## src/rtl/fetch_ctrl_if.sv

```systemverilog
// Fetch-side bus bundle: instruction memory request/response port plus
// the instruction buffer write interface, as seen by fetch_ctrl.
interface fetch_ctrl_if;
    logic        imem_valid;
    logic [31:0] imem_addr;
    logic        imem_ready;
    logic [31:0] imem_rdata;
    logic        buf_stall;
    logic        buf_clear;
    logic        buf_align;
    logic [31:0] buf_pc;
    logic [31:0] buf_rdata;
    logic        buf_ready;

    modport master (
        output imem_valid, imem_addr,
        input  imem_ready, imem_rdata,
        input  buf_stall,
        output buf_clear, buf_align, buf_pc, buf_rdata, buf_ready
    );

    modport slave (
        input  imem_valid, imem_addr,
        output imem_ready, imem_rdata,
        output buf_stall,
        input  buf_clear, buf_align, buf_pc, buf_rdata, buf_ready
    );
endinterface

```

## src/rtl/fetch_ctrl.sv

```systemverilog
// Instruction fetch front end: single-outstanding word fetches into a
// one-entry hold, delivered to the instruction buffer; redirects flush.
module fetch_ctrl #(
    parameter logic [31:0] start_addr = 32'h0000_0000
) (
    input  logic         clock,
    input  logic         reset,
    input  logic         redirect_valid,
    input  logic [31:0]  redirect_pc,
    fetch_ctrl_if.master bus
);

    typedef enum logic [1:0] {IDLE, ISSUE, WAIT, FLUSH} state_t;

    state_t      state, state_nx;
    logic [31:0] fpc;
    logic [31:0] req_pc;
    logic        hold_v;
    logic [31:0] hold_pc;
    logic [31:0] hold_data;
    logic        stall_q;

    logic redir;
    logic present;
    logic free;
    logic issue;
    logic capture;

    assign redir   = redirect_valid & reset;
    assign present = hold_v & ~stall_q & ~redir & reset;
    assign free    = ~hold_v | present;
    assign issue   = (state == ISSUE) & free & ~redir & reset;
    assign capture = (state == WAIT) & bus.imem_ready & ~redir;

    assign bus.imem_valid = issue;
    assign bus.imem_addr  = issue ? fpc : 32'h0;
    assign bus.buf_clear  = redir;
    assign bus.buf_align  = redir & redirect_pc[1];
    assign bus.buf_ready  = present;
    assign bus.buf_pc     = present ? hold_pc : 32'h0;
    assign bus.buf_rdata  = present ? hold_data : 32'h0;

    // NOTE: state_nx gets its default first so every path assigns it and no latch is inferred.
    always_comb begin
        state_nx = state;
        unique case (state)
            IDLE:  state_nx = ISSUE;
            ISSUE: if (issue) state_nx = WAIT;
            WAIT:  if (bus.imem_ready) state_nx = ISSUE;
            FLUSH: if (bus.imem_ready) state_nx = ISSUE;
        endcase
        // A redirect suppresses imem_valid, so from IDLE/ISSUE nothing is in
        // flight; only a still-pending response forces the FLUSH detour.
        if (redir) begin
            if (((state == WAIT) || (state == FLUSH)) && !bus.imem_ready)
                state_nx = FLUSH;
            else
                state_nx = ISSUE;
        end
    end

    // NOTE: sequential state uses non-blocking assignments so all registers update together at the edge.
    always_ff @(posedge clock) begin
        if (!reset) begin
            state     <= IDLE;
            fpc       <= start_addr & ~32'd3;
            req_pc    <= 32'h0;
            hold_v    <= 1'b0;
            hold_pc   <= 32'h0;
            hold_data <= 32'h0;
            stall_q   <= 1'b0;
        end else begin
            state   <= state_nx;
            stall_q <= bus.buf_stall;

            if (redir)
                fpc <= redirect_pc & ~32'd3;
            else if (issue)
                fpc <= fpc + 32'd4;

            if (issue)
                req_pc <= fpc;

            if (redir)
                hold_v <= 1'b0;
            else if (capture)
                hold_v <= 1'b1;
            else if (present)
                hold_v <= 1'b0;

            if (capture) begin
                hold_pc   <= req_pc;
                hold_data <= bus.imem_rdata;
            end
        end
    end

endmodule

```

## src/flat_wrapper.sv

```systemverilog
// flat-port wrapper written by rule: the top's interface ports become plain ports
module fetch_ctrl_flat 
#(
    parameter logic [31:0] start_addr = 32'h0000_0000
)
  (clock, reset, redirect_valid, redirect_pc, bus_imem_valid, bus_imem_addr, bus_imem_ready, bus_imem_rdata, bus_buf_stall, bus_buf_clear, bus_buf_align, bus_buf_pc, bus_buf_rdata, bus_buf_ready);
  fetch_ctrl_if bus_i ();
  input  logic clock;
  input  logic reset;
  input  logic redirect_valid;
  input  logic [31:0] redirect_pc;
  output wire logic [$bits(bus_i.imem_valid)-1:0] bus_imem_valid;
  output wire logic [$bits(bus_i.imem_addr)-1:0] bus_imem_addr;
  input wire logic [$bits(bus_i.imem_ready)-1:0] bus_imem_ready;
  input wire logic [$bits(bus_i.imem_rdata)-1:0] bus_imem_rdata;
  input wire logic [$bits(bus_i.buf_stall)-1:0] bus_buf_stall;
  output wire logic [$bits(bus_i.buf_clear)-1:0] bus_buf_clear;
  output wire logic [$bits(bus_i.buf_align)-1:0] bus_buf_align;
  output wire logic [$bits(bus_i.buf_pc)-1:0] bus_buf_pc;
  output wire logic [$bits(bus_i.buf_rdata)-1:0] bus_buf_rdata;
  output wire logic [$bits(bus_i.buf_ready)-1:0] bus_buf_ready;
  assign bus_imem_valid = bus_i.imem_valid;
  assign bus_imem_addr = bus_i.imem_addr;
  assign bus_i.imem_ready = bus_imem_ready;
  assign bus_i.imem_rdata = bus_imem_rdata;
  assign bus_i.buf_stall = bus_buf_stall;
  assign bus_buf_clear = bus_i.buf_clear;
  assign bus_buf_align = bus_i.buf_align;
  assign bus_buf_pc = bus_i.buf_pc;
  assign bus_buf_rdata = bus_i.buf_rdata;
  assign bus_buf_ready = bus_i.buf_ready;
  fetch_ctrl #(.start_addr(start_addr)) u_core (.clock(clock), .reset(reset), .redirect_valid(redirect_valid), .redirect_pc(redirect_pc), .bus(bus_i));
endmodule
```

## config.mk

```make
export PLATFORM = sky130hd
export DESIGN_NAME = fetch_ctrl_flat
export DESIGN_NICKNAME = d
export VERILOG_FILES = /design/src/rtl/fetch_ctrl_if.sv /design/src/rtl/fetch_ctrl.sv /design/src/flat_wrapper.sv
export SDC_FILE = /design/constraint.sdc
export NUM_CORES = 1
export LEC_CHECK = 0
export BUFFER_PORTS_ARGS = -buffer_cell sky130_fd_sc_hd__buf_2
export CORE_MARGIN = 2
export CORE_UTILIZATION = 55
export DETAILED_ROUTE_END_ITERATION = 12
export MAX_ROUTING_LAYER = met4
export PLACE_DENSITY = 0.84
export SETUP_SLACK_MARGIN = 0.02
export SLEW_MARGIN = 25
export SYNTH_ARGS = -nofsm -noshare
export SYNTH_HDL_FRONTEND = slang
export SYNTH_SLANG_ARGS = --single-unit
```

## constraint.sdc

```tcl
create_clock -name clock -period 6.1 [get_ports clock]
set_clock_uncertainty 0.15 [all_clocks]
set_input_delay 1.22 -clock clock [delete_from_list [all_inputs] [get_ports clock]]
set_output_delay 1.22 -clock clock [all_outputs]
set_load 0.02 [all_outputs]
```

== Word level (Yosys, flattened, before mapping) ==
Index checks and enable logic that the tools add are counted.

* Register bits: 132
* Input port bits: 69

* Add/sub/neg operators: 1
* Eq/ne operators: 5
* Multiplexer cells: 12
* Bitwise logic cells: 15
* Reductions and logical operators: 9

{| class="wikitable"
|+ Operators with widths
! operator !! count
|-
| $mux W32 || 5
|-
| $add A32 B3 Y32 const B || 1
|-
| $and A1 B1 Y1 || 10
|-
| $mux W2 || 4
|-
| $ne A3 B1 Y1 const B || 2
|-
| $pmux W2 S3 || 1
|-
| $eq A2 B2 Y1 const B || 2
|-
| $not A1 Y1 || 4
|-
| $reduce_bool A2 Y1 || 2
|-
| $reduce_or A2 Y1 || 2
|-
| $eq A2 B1 Y1 const B || 1
|-
| $logic_not A2 Y1 || 1
|-
| $mux W1 || 2
|-
| $reduce_and A2 Y1 || 1
|-
| $logic_and A1 B1 Y1 || 1
|-
| $logic_not A1 Y1 || 1
|-
| $logic_or A1 B1 Y1 || 1
|-
| $or A1 B1 Y1 || 1
|}

== Logic depth before layout (Yosys ltp) ==
Gate-level depths: netlist of the first run.

* Depth in word-level cells: 11
* Depth in mapped cells: 8
* Gate-level depth less buffers: 8

== Worst setup path after synthesis of the first run ==
Ideal clock, no wire load.

* Path type: input port to output port
* Start point: in redirect_valid
* End point: out bus_imem_addr[25]
* Arrival: 2473 ps
* Data required time: 4730 ps
* Setup slack: 2257 ps
* Cell stages on the path: 7
* Path through: and4bb_2 nand2_1 clkinv_1 clkbuf_1 buf_2 nand2_1 inv_1

* Cells in the longest elaborated chain, start to end: 9

{| class="wikitable"
|+ RTL lines
! item !! line !! RTL
|-
| start, declared || flat_wrapper.sv:10 || <nowiki>input logic redirect_valid;</nowiki>
|-
| $and A1 B1 Y1 (*) || fetch_ctrl.sv:29 || <nowiki>assign redir = redirect_valid & reset;</nowiki>
|-
| $not A1 Y1 (*) || fetch_ctrl.sv:30, fetch_ctrl.sv:32 ||
|-
| $and A1 B1 Y1 (2 in series) || fetch_ctrl.sv:30 || <nowiki>assign present = hold_v & ~stall_q & ~redir & reset;</nowiki>
|-
| $or A1 B1 Y1 || fetch_ctrl.sv:31 || <nowiki>assign free = ~hold_v | present;</nowiki>
|-
| $and A1 B1 Y1 || fetch_ctrl.sv:32 || <nowiki>assign issue = (state == ISSUE) & free & ~redir & reset;</nowiki>
|-
| $and A1 B1 Y1 (*) (2 in series) || fetch_ctrl.sv:32 ||
|-
| net bus_imem_valid || flat_wrapper.sv:12 || <nowiki>output wire logic [$bits(bus_i.imem_valid)-1:0] bus_imem_valid;</nowiki>
|-
| $mux W32 (*) || fetch_ctrl.sv:36 || <nowiki>assign bus.imem_addr = issue ? fpc : 32'h0;</nowiki>
|-
| end, declared || flat_wrapper.sv:13 || <nowiki>output wire logic [$bits(bus_i.imem_addr)-1:0] bus_imem_addr;</nowiki>
|}

The timed path passes the listed nets; every way through them passes the cells marked *.

== Worst setup path after layout of the first run ==
* Start point: in redirect_valid
* End point: out bus_imem_addr[7]

* Cells in the longest elaborated chain, start to end: 9

{| class="wikitable"
|+ RTL lines
! item !! line
|-
| $and A1 B1 Y1 (*) || fetch_ctrl.sv:29
|-
| $not A1 Y1 (*) || fetch_ctrl.sv:30, fetch_ctrl.sv:32
|-
| $and A1 B1 Y1 (2 in series) || fetch_ctrl.sv:30
|-
| $or A1 B1 Y1 || fetch_ctrl.sv:31
|-
| $and A1 B1 Y1 || fetch_ctrl.sv:32
|-
| $and A1 B1 Y1 (*) (2 in series) || fetch_ctrl.sv:32
|-
| $mux W32 (*) || fetch_ctrl.sv:36
|}

Every way passes the cells marked *; elsewhere a longest branch is shown, timed or not.

==> results.md, run 1 <==
* Hold buffers post-CTS at 0
* Antenna violations before repair at 0
* WL/cell at 14.0 um
* Die area at 11400 um2
* Placed cells at roughly 1000
* Worst-skew pair later-pin latency at 0.51 ns
* Top-area cell type share of the netlist area at 0.435
* Element type at the critical path end: primary output
* Number of global-route vias before repair at 4688
* Worst Tran Pin Value at 0.790 ns
* Antenna diode instance count at 0
* CP startpoint kind: primary input
* Yosys cell types at 46
* 1st-iter DRT viols at 390
* Post-Syn Instances at 732
* IO buf count at between 150 and 200
* Die width at 107 um
* Outcome: completed
* #FFs+latches synth at between 100 and 150
* Final hold slack at approximately 0.31 ns
* CTS tree: yes
* Path depth of the worst reg2reg path at 9
* Setup violators final at 0
* Slew Limit Fails at 0
* Final wirelength at 14.2 mm
* Number of synthesized flops with an enable pin at 0
* Clk sinks at 126
* Fmax at 222 MHz
* Top_reg_cell synth: dfxtp_1
* GR Overflow Total at 0
* Maximum clock insertion buffer count at 2
* Worst Path Arrival at 3.13 ns
* R2R Path Start: u_core.state[1]
* Final Power at 0.00194 W
* Leading area contributor after synthesis: dfxtp_1
* FP Rows at 37
* Vias at 5374
* Crit path kind: in2out
* Async SR Flop Fraction at 0
* Final Wtd Congestion at 0.964
* I/O Pins at 169
* Yosys warning count at 0
* Mapped cell area at 5800 um2
* Unrepaired setup endpoints after global routing: no
* Hold Startpoint: u_core.hold_data[16]
* Tightest Hold Check Type: reg2reg
* Post-synthesis sequential area ratio at 0.435
* PD cells at 269 nW/um2
* Hold EP: u_core.hold_data[16]
* First-pass GRT wire length at 23.0 mm
* Syn avg cell area at about 7.9 um2
* Setup Buffers After CTS at 0
* GRT Overall Usage at 0.261
* Worst r2r dst: u_core.fpc[20]
* Rel. slew slack at 0.469
* TNS Setup at 0 ns
* Routed vias/inst at 5.28
* Crit-path max FO at 26
* Remaining DRCs at 0
* Layout cell share with drive strength beyond 1 at 0.238
* Max Cap Viol at 0
* Minimum clock period at between 4 and 5 ns
* Clk Tree Root Cell: clkbuf_8
* CTS Buf Count at 17
* Worst reg-to-reg setup slack at 3.62 ns
* Largest net degree at the start of global routing at 68
* Initial Util at 0.565
* Fin crit share at 0.738
* Final hold violations at 0
* Final net count at 940
* P_leak at 3.21 nW
* Post-route ant nets at 0
* Die Ht at 107 um
* Hold depth at 2
* Area Growth Syn to Fin at 24.4%
* Non-Filler Instances at 1018
* Router iterations before antenna repair at 5
* Clock Pin Slew Worst Setup and Hold Paths at roughly 0.05 ns
* CTS resizes at 0
* DPL Wire Length at 9.49 mm
* Worst path required time at 4.73 ns
* IR drop worst, VDD at 0.147 mV
* H-tree depth at 4
* Area contributors post-synth: dfxtp_1 (43%), nand2_1 (12%), a21boi_0 (12%), and2_1 (7.0%), clkbuf_1 (2.7%)
* Core Area at between 10000 and 15000 um2
Yosys cell counts (all sizes together) (13+ instances only):
library cell,n
nand2,192
dfxtp,126
a21boi,91
and2,65
clkbuf,41
inv,34
o21ai,24
a21oi,23
nand3,14
nand4,14
buf,13
cell usage in the layout (no fill, tap or decap), types with 14 or more instances in the layout:
| master | Yosys | layout |
|---|---|---|
| a21boi_0 | 91 | 91 |
| buf_2 | 6 | 163 |
| dfxtp_1 | 126 | 126 |
| inv_1 | 34 | 34 |
| nand4_1 | 14 | 14 |
| o21ai_0 | 24 | 24 |
| and2_1 | 65 | 65 |
| a21oi_1 | 23 | 23 |
| nand3_1 | 14 | 14 |
| nand2_1 | 192 | 192 |
| clkbuf_16 | 0 | 16 |
sequential cells by signal (all words and copies together), names as in the netlist:
register,count
u_core.hold_data,32
u_core.fpc,30
u_core.hold_pc,30
u_core.req_pc,30
u_core.state,2
u_core.hold_v,1
u_core.stall_q,1
final cells by class:
type | count | area [um2]
Fill cell | 892 | 3060
Tap cell | 136 | 170
Clock inverter | 7 | 85.1
Sequential cell | 126 | 2520
Timing Repair Buffer | 170 | 868
Inverter | 36 | 135
Clock buffer | 24 | 480
Multi-Input combinational cell | 519 | 2960
power by group:
| part | switching (W) | total (W) | leakage, nW | internal [W] |
|---|---|---|---|---|
| Sequential | 0.0000267 | 0.000873 | 1.02 | 0.000847 |
| Combinational | 0.0000677 | 0.000120 | 1.90 | 0.0000524 |
| Clock | 0.000330 | 0.000948 | 0.284 | 0.000618 |
per-layer routing:
metal,share of wire,up-vias,global-route usage
li1,-,2699,-
met5,0,-,-
met3,0.076,15,0.0547
met4,0.011,0,0.0937
met2,0.45,232,0.383
met1,0.46,2428,0.359
critical path: stages:
cell and delay [ns]:
buf_2 0.31, and4bb_2 0.29, nand2_1 0.08, clkinv_1 0.42, buf_4 0.41, nand2_1 0.17, inv_1 0.07, buf_2 0.16
per-stage QoR:
stage | utilization | instance area (um2) | setup WS [ns]
after detailed placement | 0.647 | 6650 | 1.65
after floorplan | - | 5810 | 2.26
after global routing | 0.702 | 7220 | 1.45
after global placement | 0.647 | 6650 | 1.61
after CTS | 0.702 | 7220 | 1.63
final | 0.702 | 7220 | 1.60
kinds of logic (layout without fill, tap and decap cells):
kind of cell	Yosys count	count (layout)	share of synthesized area
buffers and inverters	90	237	0.0621
AND/OR/NAND/NOR	331	331	0.275
adder cells (fa/ha/maj)	1	1	0.00216
flip-flops	126	126	0.435
AO/OA/AOI/OAI	164	164	0.196
XOR/XNOR	18	18	0.0272
multiplexers	1	1	0.00194
other	1	4	0.000646
worst max-delay path by stage:
| stage | start | endpoint | cells after the start | slack (ns) |
|---|---|---|---|---|
| floorplan | redirect_valid | bus_imem_addr[25] | 7 | 2.26 |
| global placement | redirect_valid | bus_imem_addr[7] | 8 | 1.61 |
| detailed placement | redirect_valid | bus_imem_addr[7] | 8 | 1.65 |
| CTS | redirect_valid | bus_imem_addr[7] | 8 | 1.63 |
| global route | redirect_valid | bus_imem_addr[19] | 8 | 1.45 |
| finish | redirect_valid | bus_imem_addr[7] | 8 | 1.60 |
Note: power is estimated with default switching activity, not from simulation.
==> run 2: changes to the inputs <==
--- a/config.mk
+++ b/config.mk
@@ -7,10 +7,10 @@
 export LEC_CHECK = 0
 export BUFFER_PORTS_ARGS = -buffer_cell sky130_fd_sc_hd__buf_2
 export CORE_MARGIN = 2
-export CORE_UTILIZATION = 55
+export CORE_UTILIZATION = 47
 export DETAILED_ROUTE_END_ITERATION = 12
 export MAX_ROUTING_LAYER = met4
-export PLACE_DENSITY = 0.84
+export PLACE_DENSITY = 0.76
 export SETUP_SLACK_MARGIN = 0.02
 export SLEW_MARGIN = 25
 export SYNTH_ARGS = -nofsm -noshare
==> constraint.sdc (replaced) <==
create_clock -name clock -period 4.1 [get_ports clock]
set_clock_uncertainty 0.15 [all_clocks]
set_input_delay 0.82 -clock clock [delete_from_list [all_inputs] [get_ports clock]]
set_output_delay 0.82 -clock clock [all_outputs]
set_load 0.02 [all_outputs]
==> run 2 against run 1 <==
Net effect: register-to-register slack worse by 1.9 ns; sequential power increased by 49%; via count down 1.4%; largest cell class unchanged.
==> results.md, run 2 (same netlist as run 1, synthesis figures left out) <==
* TNS Setup at 0 ns (unchanged)
* CTS Buf Count at 17 (unchanged)
* Switching power at 0.000646 W (+52%)
* Area Growth Syn to Fin at 25.5%
* Clock Pin Slew Worst Setup and Hold Paths at 0.05 ns (about the same)
* PD cells at 408 nW/um2 (+52%)
* Final Util at 0.607 (-0.0958)
* Router iterations before antenna repair at 4 (-1)
* Post-route ant nets at 0 (unchanged)
* 1st-iter DRT viols at 294 (-25%)
* Setup Buffers After CTS at 0 (unchanged)
* FP Rows at 40 (+8.1%)
* CTS tree: yes
* Placed Area at 6690 um2 (+0.55%)
* Slew Limit Fails at 0 (unchanged)
* Fmax at 308 MHz
* Crit path kind: in2out
* Worst-skew pair later-pin latency at 0.41 ns (-0.10 ns)
* Worst path required time at 3.13 ns (-1.60 ns)
* Most flops, register: u_core.hold_data
* Remaining DRCs at 0 (unchanged)
* Antenna diode instance count at 0 (unchanged)
* Clk Tree Root Cell: clkbuf_16
* Worst reg-to-reg setup slack at 1.77 ns (-1.85 ns)
* Outcome: completed
* Clk pwr share at 0.502 (+0.014)
* Final instance area at 7290 um2 (+0.94%)
* First-pass GRT wire length at 22.7 mm (-1.6%)
* Routed vias/inst at 5.15 (-2.5%)
* Layout cell share with drive strength beyond 1 at 0.239 (+0.000863)
* Final net count at 941 (+0.11%)
* Hold Startpoint: u_core.hold_pc[18]
* Met1 Track Usage GR at 0.312 (-0.0470)
* Fin crit share at 0.791
* Largest net degree at the start of global routing at 79 (+16%)
* Maximum clock insertion buffer count at 2 (unchanged)
* Hold EP: u_core.hold_pc[18]
* Clk sinks at 126 (unchanged)
* Met3 Resource Use GR at 0.0464 (-0.00832)
* Die Ht at 115 um (+7.9%)
* Grt peak-use layer: met2
* Die area at 13300 um2 (+16%)
* Final hold violations at 0 (unchanged)
* Met2 Use GR at 0.317 (-0.0662)
* Pint at 0.00233 W (+53%)
* Unrepaired setup endpoints after global routing: no
* Final hold slack at 0.306 ns (-0.000856 ns)
* Minimum clock period at between 3 and 4 ns
* Final wirelength at 14.3 mm (+0.60%)
* Core Area at 12000 um2 (+17%)
* Initial Util at 0.483 (-0.0815)
* P_leak at 3.22 nW (+0.52%)
* Hold depth at 2 (unchanged)
* Non-Filler Instances at 1030 (+1.2%)
* Hold buffers post-CTS at 0 (unchanged)
* Worst Tran Pin Value at 0.850 ns (+0.0605 ns)
* Most frequent cells in the layout: nand2_1 (192), buf_2 (162), dfxtp_1 (126), a21boi_0 (91), and2_1 (65)
* Max FFs per register at 32 (unchanged)
* WL/cell at 13.9 um (-0.57%)
* Element type at the critical path end: primary output
* IO buf count at 163 (unchanged)
* Max Cap Viol at 0 (unchanged)
* H-tree depth at 4 (unchanged)
* Tightest Hold Check Type: reg2reg
* Die width at 115 um (+7.9%)
* IR drop worst, VDD at 0.184 mV (+26%)
* Number of global-route vias before repair at 4603 (-1.8%)
* CP startpoint kind: primary input
* Worst Path Arrival at 2.27 ns (-0.86 ns)
* Antenna violations before repair at 0 (unchanged)
* GR Overflow Total at 0 (unchanged)
* Final Wtd Congestion at 0.940 (-2.5%)
* R2R Path Start: u_core.fpc[2]
* GRT Overall Usage at 0.223 (-0.0381)
* Rel. slew slack at 0.428 (-0.0407)
* DPL Wire Length at 9.57 mm (+0.78%)
* Commonest non-fill, non-tap cell in the layout: nand2_1
* Placed cells at 999 (+1.2%)
* I/O Pins at 169 (unchanged)
* Crit-path max FO at 17 (-35%)
* Path depth of the worst reg2reg path at 6 (-3)
* Worst r2r dst: u_core.fpc[30]
* Combinational share of power at 0.061 (about the same)
* CTS resizes at 0 (unchanged)
* Sequential share of power at 0.437 (-0.013)
* Vias at 5301 (-1.4%)
* Sw Share at 0.217 (-0.00126)
* Setup violators final at 0 (unchanged)
run 2: cell type report:
cell class	count	area, um2
well taps	147	184
multi-input cells	519	2960
clock inverters	5	77.6
repair buffers	171	891
inverters	36	135
flip-flops and latches	126	2520
fillers	1091	4730
clock buffers	26	519
run 2: critical path, cell delays in order:
cell	delay (ns)
buf_2	0.22
nand4bb_1	0.32
nor3_1	0.62
buf_2	0.29
run 2: per-layer routing:
layer,routed length [um],up-vias
met5,0,-
met4,233,0
met3,927,21
met2,6110,202
met1,7050,2366
li1,-,2712
run 2: worst max path at each step:
stage,startpoint,end,slack (ns),depth (start not counted)
4_1_cts,redirect_valid,bus_buf_pc[15],0.90,5
3_5_place_dp,redirect_valid,bus_buf_pc[15],0.90,5
3_3_place_gp,reset,u_core.hold_v,0.85,6
6_report,redirect_valid,bus_imem_addr[29],0.86,4
2_1_floorplan,redirect_valid,bus_imem_addr[25],1.06,7
5_1_grt,redirect_valid,bus_imem_addr[19],0.72,8
run 2: through the flow:
step | setup WS, ns | power [W]
6_report | 0.857 | 0.00297
3_5_place_dp | 0.900 | 0.00150
2_1_floorplan | 1.06 | 0.00143
5_1_grt | 0.722 | 0.00308
4_1_cts | 0.900 | 0.00299
3_3_place_gp | 0.847 | 0.00150
run 2: power groups by stage:
| stage | clock, W | combinational (W) | sequential, W |
|---|---|---|---|
| CTS | 0.00152 | 0.000181 | 0.00130 |
| global placement | 0 | 0.000178 | 0.00132 |
| floorplan | 0 | 0.000123 | 0.00131 |
| finish | 0.00149 | 0.000180 | 0.00130 |
| global route | 0.00158 | 0.000199 | 0.00130 |
| detailed placement | 0 | 0.000180 | 0.00132 |
